<file path="config.mk">
export PLATFORM = sky130hd
export DESIGN_NAME = crc_128_enc_seq
export DESIGN_NICKNAME = d
export VERILOG_FILES = /design/src/rtl/crc_128_enc_seq.sv
export SDC_FILE = /design/constraint.sdc
export NUM_CORES = 1
export LEC_CHECK = 0
export ABC_AREA = 1
export CAP_MARGIN = 20
export CORE_MARGIN = 2
export CORE_UTILIZATION = 53
export CTS_BUF_LIST = sky130_fd_sc_hd__clkbuf_16
export DETAILED_ROUTE_END_ITERATION = 7
export PLACE_DENSITY = 0.86
export REMOVE_ABC_BUFFERS = 1
export SLEW_MARGIN = 20
export SYNTH_ARGS = -nofsm -noshare
export SYNTH_HDL_FRONTEND = slang
export SYNTH_SLANG_ARGS = --single-unit
</file>
<file path="constraint.sdc">
create_clock -name clk -period 1.5 [get_ports clk]
set_input_delay 0.375 -clock clk [delete_from_list [all_inputs] [get_ports clk]]
set_output_delay 0.375 -clock clk [all_outputs]
set_load 0.02 [all_outputs]
</file>
<file path="src/rtl/crc_128_enc_seq.sv">
// Multi-cycle CRC-6 (x^6+x+1) encoder: folds a 128-bit word CHUNK_W bits/cycle, emits parity+data codeword.
// Optional error injection on the registered codeword when CRC_ENC_ERRINJ_EN is defined.
module crc_128_enc_seq #(
  parameter int DATA_W  = 128,
  parameter int CRC_W   = 6,
  parameter int CHUNK_W = 8,
  parameter logic [CRC_W:0] POLY = 7'b1000011
) (
  input  logic                      clk,
  input  logic                      reset_n,
  input  logic                      i_valid,
  output logic                      o_ready,
  input  logic [0:DATA_W-1]         i_data,
  output logic                      o_valid,
  input  logic                      i_ready,
  output logic [0:DATA_W+CRC_W-1]   o_code,
  output logic                      o_busy
`ifdef CRC_ENC_ERRINJ_EN
  ,
  input  logic                      i_inj_en,
  input  logic [7:0]                i_inj_idx
`endif
);

  localparam int N      = DATA_W / CHUNK_W;
  localparam int CNT_W  = (N > 1) ? $clog2(N) : 1;
  localparam int CODE_W = DATA_W + CRC_W;

  typedef enum logic [1:0] {IDLE, CALC, OUT} state_t;

  state_t               state, state_nxt;
  logic                 up;
  logic [CRC_W-1:0]     lfsr, lfsr_next;
  logic [CNT_W-1:0]     cnt;
  logic [0:DATA_W-1]    data_q, sh;
  logic [0:CODE_W-1]    code, inj_mask;
  logic                 accept, last;

  assign accept = i_valid && o_ready;
  assign last   = (state == CALC) && (cnt == CNT_W'(N - 1));

  // up keeps o_ready low while in reset and for the edge right after release
  always_ff @(posedge clk or negedge reset_n) begin
    if (!reset_n) begin
      state <= IDLE;
      up    <= 1'b0;
    end else begin
      state <= state_nxt;
      up    <= 1'b1;
    end
  end

  always_comb begin
    state_nxt = state;
    case (state)
      IDLE:    if (accept)  state_nxt = CALC;
      CALC:    if (last)    state_nxt = OUT;
      OUT:     if (i_ready) state_nxt = IDLE;
      default:              state_nxt = IDLE;
    endcase
  end

  always_comb begin
    o_ready = (state == IDLE) && up;
    o_valid = (state == OUT);
    o_busy  = (state != IDLE);
  end

  // sh[0] is the next data bit to fold; the chunk is walked low index first
  always_comb begin
    logic fb;
    fb        = 1'b0;
    lfsr_next = lfsr;
    for (int i = 0; i < CHUNK_W; i++) begin
      fb        = lfsr_next[CRC_W-1] ^ sh[i];
      lfsr_next = {lfsr_next[CRC_W-2:0], 1'b0} ^ (fb ? POLY[CRC_W-1:0] : '0);
    end
  end

`ifdef CRC_ENC_ERRINJ_EN
  logic       inj_en_q;
  logic [7:0] inj_idx_q;

  always_ff @(posedge clk or negedge reset_n) begin
    if (!reset_n) begin
      inj_en_q  <= 1'b0;
      inj_idx_q <= '0;
    end else if (state == IDLE && accept) begin
      inj_en_q  <= i_inj_en;
      inj_idx_q <= i_inj_idx;
    end
  end

  // indices past the codeword match no bit, so they inject nothing
  always_comb begin
    inj_mask = '0;
    for (int j = 0; j < CODE_W; j++)
      if (inj_en_q && inj_idx_q == 8'(j)) inj_mask[j] = 1'b1;
  end
`else
  assign inj_mask = '0;
`endif

  always_ff @(posedge clk or negedge reset_n) begin
    if (!reset_n) begin
      lfsr   <= '0;
      cnt    <= '0;
      data_q <= '0;
      sh     <= '0;
      code   <= '0;
    end else if (state == IDLE && accept) begin
      data_q <= i_data;
      sh     <= i_data;
      lfsr   <= '0;
      cnt    <= '0;
    end else if (state == CALC) begin
      lfsr <= lfsr_next;
      sh   <= sh << CHUNK_W;
      cnt  <= cnt + CNT_W'(1);
      if (last) code <= {lfsr_next, data_q} ^ inj_mask;
    end
  end

  assign o_code = code;

endmodule

</file>
==> flow_summary.ini <==
[clock_network]
h_tree_level_count = 2
cts_tree = done
clockBufferDepth = 3
worstSkewPairLatency_ns = 0.54
cts_inserted_buffers = 41
cts.clk_slew.worst_paths_ns = 0.07
clock_tree.root_cell = clkbuf_16
clock-sinks = 403

[power_and_ir_drop]
vdd_drop_max_uv = 1220
clkPwrFrac_pct = 21.2
sequentialPowerShare_pct = 38.7
power.internal_w = 0.0293
share_comb_of_total_power_pct = 40.1
net-switching-power_w = 0.0195
netSwitchingFraction_pct = 39.9
pwr_per_cell_area_mw_per_mm2 = 2120
p_leak_nw = 12.1

[critical_path]
timing.reg2reg.worst_path_depth = 8
critPathKind = reg -> reg
regToRegEndpoint = data_q[120]
crit_path_start_kind = register
setup.worst_path.start = state[0]
endpoint = data_q[120]
worst_ep_arrival_time_ns = 2.32
endpoint_type_of_the_worst_setup_path = register
startpoint_of_the_most_critical_register_to_register_path = state[0]
timing.critical_path.required_ns = 1.89
ff2ff_setup_slack_ns = -0.43
critPathMaxFanout = 10

[synthesis]
syn_area_sq_mm = 0.0155
area_contributors_post_synth = dfrtp_1 (65%), nand2_1 (22%), nand3_1 (3.9%)
synth_edf_count = 0
yosys_most_used_dff = dfrtp_1
post-synth-top-area-cell = dfrtp_1
post_synth_inst_count = 1722
synth.distinct_cells = 22
synthesis.yosys.warnings = 0
ys_top_cells_by_count = nand2_1 (915), dfrtp_1 (403), nand3_1 (121)
synth_seq_area_share_pct = 65.1
syn_avg_cell_area_sq_um = 8.99
synth_top_area_share_pct = 65.1
async_flop_share_pct = 100
synth.ff_latch_count = 403
synthMostInstantiatedCell = nand2_1

[finish]
fin_nets = 2250
layout-drive-gt1-share_pct = 26.6
syn2layout_area_growth_pct = 49.0
finalInstanceArea_sq_mm = 0.0231
final.fill_count = 1597

[placement]
gpl.final_weighted_congestion = 0.867
io_buffer_count = 268
post-place-ws_ns = -0.290
dp_hpwl_um = 26600
dpl_cell_area_sq_mm = 0.0191

[sta]
grt_setup_unrepaired = yes
report.final.hold_viol_count = 0
final_critical_path_setup_slack_ns = -0.430
holdWs_ns = 0.288
fin_skew_ns = 0.0217
finalCriticalPeriod_ns = 1.93
finalCritPeriodShare_pct = 129
finalSetupTns_ns = -94.01
timing_max_transition_violations_final = 0
setup_viol_count_final = 433
max_freq_mhz = 518

[drt]
dr_total_vias = 15028
met3RoutedLength_um = 6250
highest_signal_layer_in_the_routed_design = met4
dr.first_iter.drc_count = 2114
post_detailed_routing_wire_length_um = 59900
route.met2.wl_um = 28900
vias_per_cell = 5.93
met1Wirelength_um = 20800
drtPass1Iterations = 8
antenna_violating_nets_left = 0
avgRoutedWirePerCell_um = 23.6
drc = 0

[floorplanning]
std_cell_rows = 62
die_h_um = 175
initial_utilization_pct = 53.9
floorplan.io_pins = 269
die_w_um = 175
core_area_sq_mm = 0.0287
die-area_sq_mm = 0.0306

[global_routing]
globalRoute.totalOverflow = 0
grt_pass1_vias = 14549
grt_pass1_wl_um = 76000
grtUsageTotal_pct = 31.8
grt_max_degree = 67
antenna_found_initial = 1

[run_status]
status = finished, violations left
violations_in_the_final_reports = setup timing

[run]
max-cap-violations = 0

[worst_hold_path]
worstHoldPathType = in -> async
[state kept, by name, indices dropped and copies added, names as in the netlist]
| name | count |
|---|---|
| sh | 128 |
| cnt | 4 |
| data_q | 128 |
| o_code | 134 |
| state | 2 |
| lfsr | 6 |
| up | 1 |
[critical path: stages (launching register included)]
cell and delay [ns]:
dfrtp_1 0.40, nor2_1 0.11, buf_4 0.14, buf_4 0.12, nand3_4 0.19, buf_4 0.23
buf_4 0.14, clkbuf_16 0.15, o21ai_0 0.31
[worst min-delay path by stage]
stage | slack (ns) | end | startpoint
2_1_floorplan | 0.08 | cnt[0] | reset_n
3_3_place_gp | 0.24 | o_code[24] | reset_n
3_5_place_dp | 0.24 | o_code[32] | reset_n
4_1_cts | 0.29 | o_code[32] | reset_n
5_1_grt | 0.29 | o_code[24] | reset_n
6_report | 0.29 | o_code[32] | reset_n
[per-stage QoR]
stage	cells	utilization, %	power [W]
4_1_cts	2483	74.0	0.0432
2_1_floorplan	1637	-	0.0257
5_1_grt	2534	80.4	0.0508
3_3_place_gp	2351	66.6	0.0319
6_report	2534	80.4	0.0488
3_5_place_dp	2351	66.6	0.0327
[layout by cell type, fill, tap and decap left out, types with 8 or more instances in the layout]
master,count
nand2_1,774
dfrtp_1,403
nand2_2,93
buf_4,31
o21ai_0,37
buf_6,23
nand3_1,110
o211ai_1,15
o21ai_2,38
buf_16,34
clkinv_2,8
buf_8,9
clkinv_1,12
clkdlybuf4s50_1,130
buf_12,40
inv_1,73
buf_2,132
nand3_2,9
clkbuf_16,71
nand2_4,48
[cells by family after synthesis]
family	share of synthesized area (%)
xor+xnor	0.170
flops	65.1
buf+inv	4.29
other cells	0.0242
simple gates	26.5
compound gates	3.81
fa+ha+maj	0.0808
[power by group through the flow]
stage | Combinational [W] | Sequential, W | Clock, W
after floorplan | 0.00656 | 0.0191 | 0
after global placement | 0.0140 | 0.0179 | 0
after detailed placement | 0.0146 | 0.0181 | 0
after CTS | 0.0149 | 0.0181 | 0.0102
after global routing | 0.0208 | 0.0192 | 0.0108
final | 0.0196 | 0.0189 | 0.0103
[metal layers]
metal  up-vias  track usage (%)
li1       6175                -
met1      7324             40.5
met2      1190             53.0
met3       339             5.46
met4         0             15.6
met5         -                0
[layout make-up]
class	instances	area (sq um)	share of cell area, %
Antenna cell	1	2.50	0.0109
Sequential cell	403	10100	43.7
Clock buffer	43	1080	4.67
Timing Repair Buffer	429	5070	22.0
Multi-Input combinational cell	1159	5600	24.3
Timing Repair inverter	8	156	0.678
Inverter	75	347	1.50
Tap cell	384	480	2.08
Clock inverter	32	249	1.08
[what timing repair did]
action	4_1_cts	5_1_grt
endpoints found under the setup margin	211	435
hold buffers	1	0
endpoints found under the hold margin	59	0
gates resized for setup	717	267
pin swaps	8	16
gates cloned	32	38
buffers inserted	24	24
Note: power is estimated with default switching activity, not from simulation.
